<file path="config.mk">
export PLATFORM = sky130hd
export DESIGN_NAME = award_spawn_controller
export DESIGN_NICKNAME = d
export VERILOG_FILES = /design/src/rtl/award_spawn_controller.sv
export SDC_FILE = /design/constraint.sdc
export NUM_CORES = 1
export LEC_CHECK = 0
export CORE_MARGIN = 3
export CORE_UTILIZATION = 54
export DETAILED_ROUTE_END_ITERATION = 12
export HOLD_SLACK_MARGIN = 0.08
export PLACE_DENSITY = 0.76
export RECOVER_POWER = 50
export SYNTH_ARGS = -nofsm -noshare
export SYNTH_HDL_FRONTEND = slang
export SYNTH_SLANG_ARGS = --single-unit
</file>
<file path="constraint.sdc">
create_clock -name clk -period 2.5 [get_ports clk]
set_clock_uncertainty 0.2 [all_clocks]
set_input_delay 0.5 -clock clk [delete_from_list [all_inputs] [get_ports clk]]
set_output_delay 0.5 -clock clk [all_outputs]
set_load 0.01 [all_outputs]
</file>
<file path="src/rtl/award_spawn_controller.sv">
// Award spawn controller: timed spawn at a random tile, pickup detection, per-player bonus timers.
// Optional AWARD_LIFETIME_EN: an uncollected award is withdrawn after LIFETIME_FRAMES frames.
module award_spawn_controller #(
    parameter int          SPAWN_DELAY_FRAMES = 180,
    parameter int          BONUS_FRAMES       = 300,
    parameter int          LIFETIME_FRAMES    = 600,
    parameter int          MAX_TILE_X         = 17,
    parameter int          MAX_TILE_Y         = 12,
    parameter logic [15:0] LFSR_SEED          = 16'hACE1
) (
    input  logic       clk,
    input  logic       resetN,
    input  logic       startOfFrame,
    input  logic       awardDR,
    input  logic       awardHidden,
    input  logic       tank1DR,
    input  logic       tank2DR,
    output logic       up,
    output logic [4:0] randomX,
    output logic [4:0] randomY,
    output logic       take1,
    output logic       take2,
    output logic       bonus1,
    output logic       bonus2
);

    localparam logic [15:0] SPAWN_LOAD = 16'(SPAWN_DELAY_FRAMES);
    localparam logic [15:0] BONUS_LOAD = 16'(BONUS_FRAMES);

    typedef enum logic [1:0] {
        S_WAIT,
        S_SPAWN,
        S_ARM,
        S_SHOWN
    } state_t;

    state_t      state;
    logic [15:0] frame_cnt;
    logic [15:0] lfsr;
    logic [15:0] lfsr_next;
    logic [15:0] bonus_cnt1;
    logic [15:0] bonus_cnt2;
    logic [4:0]  tile_x;
    logic [4:0]  tile_y;
    logic        hit1;
    logic        hit2;
    logic        expire;

    assign lfsr_next = {lfsr[14:0], lfsr[15] ^ lfsr[13] ^ lfsr[12] ^ lfsr[10]};

    // Scale a 5-bit random value into [0, MAX_TILE) by keeping the top half of the product.
    assign tile_x = 5'((10'(lfsr[4:0]) * 10'(MAX_TILE_X)) >> 5);
    assign tile_y = 5'((10'(lfsr[9:5]) * 10'(MAX_TILE_Y)) >> 5);

    assign hit1 = awardDR & tank1DR;
    assign hit2 = awardDR & tank2DR;

    assign bonus1 = (bonus_cnt1 != 16'd0);
    assign bonus2 = (bonus_cnt2 != 16'd0);

`ifdef AWARD_LIFETIME_EN
    localparam logic [15:0] LIFE_LOAD = 16'(LIFETIME_FRAMES);

    logic [15:0] life_cnt;

    // Expiry fires on the frame that would take the counter to zero.
    assign expire = (life_cnt == 16'd0)
                  || (startOfFrame && life_cnt == 16'd1);

    always_ff @(posedge clk or negedge resetN) begin
        if (!resetN) begin
            life_cnt <= 16'd0;
        end else if (state == S_ARM && !awardHidden) begin
            life_cnt <= LIFE_LOAD;
        end else if (startOfFrame && life_cnt != 16'd0) begin
            life_cnt <= life_cnt - 16'd1;
        end
    end
`else
    assign expire = 1'b0;
`endif

    always_ff @(posedge clk or negedge resetN) begin
        if (!resetN) begin
            state      <= S_WAIT;
            frame_cnt  <= SPAWN_LOAD;
            lfsr       <= LFSR_SEED;
            bonus_cnt1 <= 16'd0;
            bonus_cnt2 <= 16'd0;
            up         <= 1'b0;
            take1      <= 1'b0;
            take2      <= 1'b0;
            randomX    <= 5'd0;
            randomY    <= 5'd0;
        end else begin
            lfsr  <= lfsr_next;
            up    <= 1'b0;
            take1 <= 1'b0;
            take2 <= 1'b0;

            if (startOfFrame && bonus_cnt1 != 16'd0) begin
                bonus_cnt1 <= bonus_cnt1 - 16'd1;
            end
            if (startOfFrame && bonus_cnt2 != 16'd0) begin
                bonus_cnt2 <= bonus_cnt2 - 16'd1;
            end

            unique case (state)
                S_WAIT: begin
                    if (startOfFrame) begin
                        if (frame_cnt <= 16'd1) begin
                            randomX <= tile_x;
                            randomY <= tile_y;
                            up      <= 1'b1;
                            state   <= S_SPAWN;
                        end else begin
                            frame_cnt <= frame_cnt - 16'd1;
                        end
                    end
                end
                S_SPAWN: begin
                    state <= S_ARM;
                end
                S_ARM: begin
                    if (!awardHidden) begin
                        state <= S_SHOWN;
                    end
                end
                S_SHOWN: begin
                    // Later loads override the decrements above; player 1 wins ties.
                    if (hit1) begin
                        take1      <= 1'b1;
                        bonus_cnt1 <= BONUS_LOAD;
                        frame_cnt  <= SPAWN_LOAD;
                        state      <= S_WAIT;
                    end else if (hit2) begin
                        take2      <= 1'b1;
                        bonus_cnt2 <= BONUS_LOAD;
                        frame_cnt  <= SPAWN_LOAD;
                        state      <= S_WAIT;
                    end else if (expire) begin
                        take1     <= 1'b1;
                        take2     <= 1'b1;
                        frame_cnt <= SPAWN_LOAD;
                        state     <= S_WAIT;
                    end
                end
                default: begin
                    state <= S_WAIT;
                end
            endcase
        end
    end

endmodule

</file>
==> results.sh <==
export IMPL_root_buffer="clkbuf_8"
export IMPL_syn_avg_cell_area_sq_um=10.0
export IMPL_synth_top_cell_by_area="dfrtp_1"
export IMPL_power_total_uw=4840
export IMPL_crit_start="bonus_cnt2[1]"
export IMPL_startpoint_type="flip-flop"
export IMPL_min_period_ns=2.58
export IMPL_tns_ns=-0.0833
export IMPL_numCtsBuffers=9
export IMPL_drcViolationCount=0
export IMPL_antenna_found_initial=0
export IMPL_yosys_top_cells_area="dfrtp_1, dfstp_2, ha_1"
export IMPL_crit_arrival_ns=1.88
export IMPL_seqCellArea_sq_mm=0.00197
export IMPL_cpPeakStageDelay_ns=0.48
export IMPL_synthTopCellsByCount="dfrtp_1, nor2_1, o21ai_0"
export IMPL_nFillCells=506
export IMPL_place_gp_congestion=0.906
export IMPL_dp_hpwl_um=5870
export IMPL_grt_start_max_net_pins=41
export IMPL_slowest_stage="or4b_4"
export IMPL_rows=30
export IMPL_h_tree_depth=3
export IMPL_first_pass_iters=4
export IMPL_grt_pass1_wl_um=14400
export IMPL_endpoint_kind="output port"
export IMPL_antenna_left=0
export IMPL_maxCapViolations=0
export IMPL_final_core_utilization_pct=72.3
export IMPL_cts_tree="yes"
export IMPL_async_reset_ff_share_pct=100
export IMPL_cp_max_fo=2
export IMPL_syn_to_final_growth_pct=26.8
export IMPL_die_h_um=91.8
export IMPL_synth_ff_type="dfrtp_1"
export IMPL_synth_edf_count=0
export IMPL_crit_family="simple AND/OR/NAND/NOR gates"
export IMPL_vdd_ir_drop_max_mv=0.609
export IMPL_p_leak_uw=0.00228
export IMPL_slew_headroom_pct=46.7
export IMPL_dr_first_iter_drc_count=109
export IMPL_failed_checks="setup timing"
export IMPL_fp_dieArea_sq_mm=0.00843
export IMPL_overflow=0
export IMPL_vias_per_cell=5.67
export IMPL_r2r_start="frame_cnt[6]"
export IMPL_hp_class="flip-flop to flip-flop"
export IMPL_cts_sinks=78
export IMPL_cts_path_max_buffers=2
export IMPL_core_area_sq_mm=0.00698
export IMPL_totalWireLength_um=8700
export IMPL_tightestPinTransition_ns=0.792
export IMPL_final_nets=501
export IMPL_io_pins=22
export IMPL_multi_input_area_sq_mm=0.00194
export IMPL_status="complete, but fails checks"
export IMPL_path_buf_inv=2
export IMPL_power_density_mw_per_mm2=959
export IMPL_synth_area_sq_mm=0.00398
export IMPL_fmax_mhz=387
export IMPL_path_cells="inv_2, ha_4, or4b_4, nor4_4, nand3b_1, buf_2"
export IMPL_finalMaxSlewViolations=0
export IMPL_initial_core_util_pct=57.0
export IMPL_portBuffers=20
export IMPL_vias=3276
export IMPL_clock_latency_ns=0.35
export IMPL_synthCells=396
export IMPL_path_class="flip-flop to output port"
export IMPL_synthMostInstantiatedCell="dfrtp_1"
export IMPL_grtUsageTotal_pct=21.1
export IMPL_finalSetupViolCount=1
export IMPL_worstPathRequired_ns=1.80
export IMPL_setup_ws_ns=-0.0833
export IMPL_synth_top_area_share_pct=41.5
export IMPL_yosysWarnings=0
export IMPL_hold_viol_final=0
export IMPL_syn_nets=420
export IMPL_fin_hold_ws_ns=0.164
export IMPL_dieWidth_um=91.8
export IMPL_wl_per_cell_um=15.1
export IMPL_diodes=0
export IMPL_min_from="lfsr[14]"
export IMPL_rsz0062_at_grt="true"
export IMPL_grt_pass1_vias=3165
export IMPL_drive_gt1_share_pct=25.1
export IMPL_clkTransAtPathRegs_ns=0.08
export IMPL_fin_crit_sh_pct=103
export IMPL_synth_seq_cells=78
export IMPL_yosysUniqueCellTypes=61
export IMPL_yosysSeqAreaShare_pct=49.4
## state kept, by name, indices dropped and copies added (netlist names)
register and count:
bonus_cnt2 16, frame_cnt 16, randomX 5, lfsr 16
state 2, take1 1, randomY 4, take2 1
up 1, bonus_cnt1 16
## placed cells by master, fill, tap and decap left out, types with 3 or more instances in the layout
master / n
o21ai_0: 25
clkbuf_8: 10
nor3_1: 12
nor2_1: 47
clkdlybuf4s50_1: 17
o41ai_1: 3
dfstp_2: 10
a21oi_2: 4
ha_1: 15
or3_1: 3
inv_1: 21
nand4_1: 5
a31oi_1: 8
a21oi_1: 19
xnor2_1: 14
o31ai_1: 9
and3_1: 3
dfrtp_1: 66
buf_4: 59
nand2_1: 21
or4_1: 3
nor4_1: 7
nor3b_1: 3
xor2_1: 13
mux2_4: 5
or4_4: 3
nand3_1: 9
inv_2: 3
buf_12: 3
mux2i_1: 4
nor4_2: 3
## layout make-up
cell class | instances | share of cell area (%)
clock buffer | 10 | 2.73
clock inverter | 6 | 1.36
inverter | 24 | 1.79
multi-input combinational | 281 | 38.5
sequential | 78 | 39.0
tap | 96 | 2.38
timing repair buffer | 83 | 14.2
## metal layers
metal / track usage (%) / vias to the layer above / routed length, um
met5: 0 / - / 0
met1: 27.7 / 1611 / 3920
met2: 34.4 / 78 / 4280
met3: 5.50 / 15 / 368
met4: 6.81 / 0 / 131
li1: - / 1572 / -
## kinds of logic (layout without fill, tap and decap cells)
kind of cell	count (synthesis)	after routing	synth area share (%)
compound gates	88	88	14.3
xor+xnor	27	27	5.94
fa+ha+maj	17	17	5.35
buf+inv	37	123	3.81
flops	78	78	49.4
mux	9	9	2.52
other cells	1	1	0.0942
simple gates	139	139	18.6
## repair_timing
action,4_1_cts,5_1_grt
resized for setup,18,8
gates cloned,0,1
endpoints found under the hold margin,37,0
setup buffers,5,4
hold buffers,1,0
setup endpoints to repair,3,7
pin swaps,2,2
## power by group
part           switching [uW]  internal (uW)
Sequential                267           1550
Clock                     479            493
Combinational            1060            984
## per-stage QoR
step,area [sq um],worst slack [ns],cells
floorplan,3990,0.0294,396
global placement,4670,-0.197,551
detailed placement,4670,-0.246,551
CTS,4960,-0.165,573
global route,5040,-0.182,578
finish,5040,-0.0833,578
## final timing paths
check / end / slack (ns) / cells after the start
max: bonus2 / -0.08 / 6
min: lfsr[15] / 0.16 / 0
max reg2reg: randomY[2] / 0.05 / 5
min reg2reg: lfsr[15] / 0.16 / 0
max in group asynchronous: lfsr[11] / 0.99 / 3
min in group asynchronous: bonus_cnt1[7] / 0.46 / 2
Power figures use the tool's default switching activity.
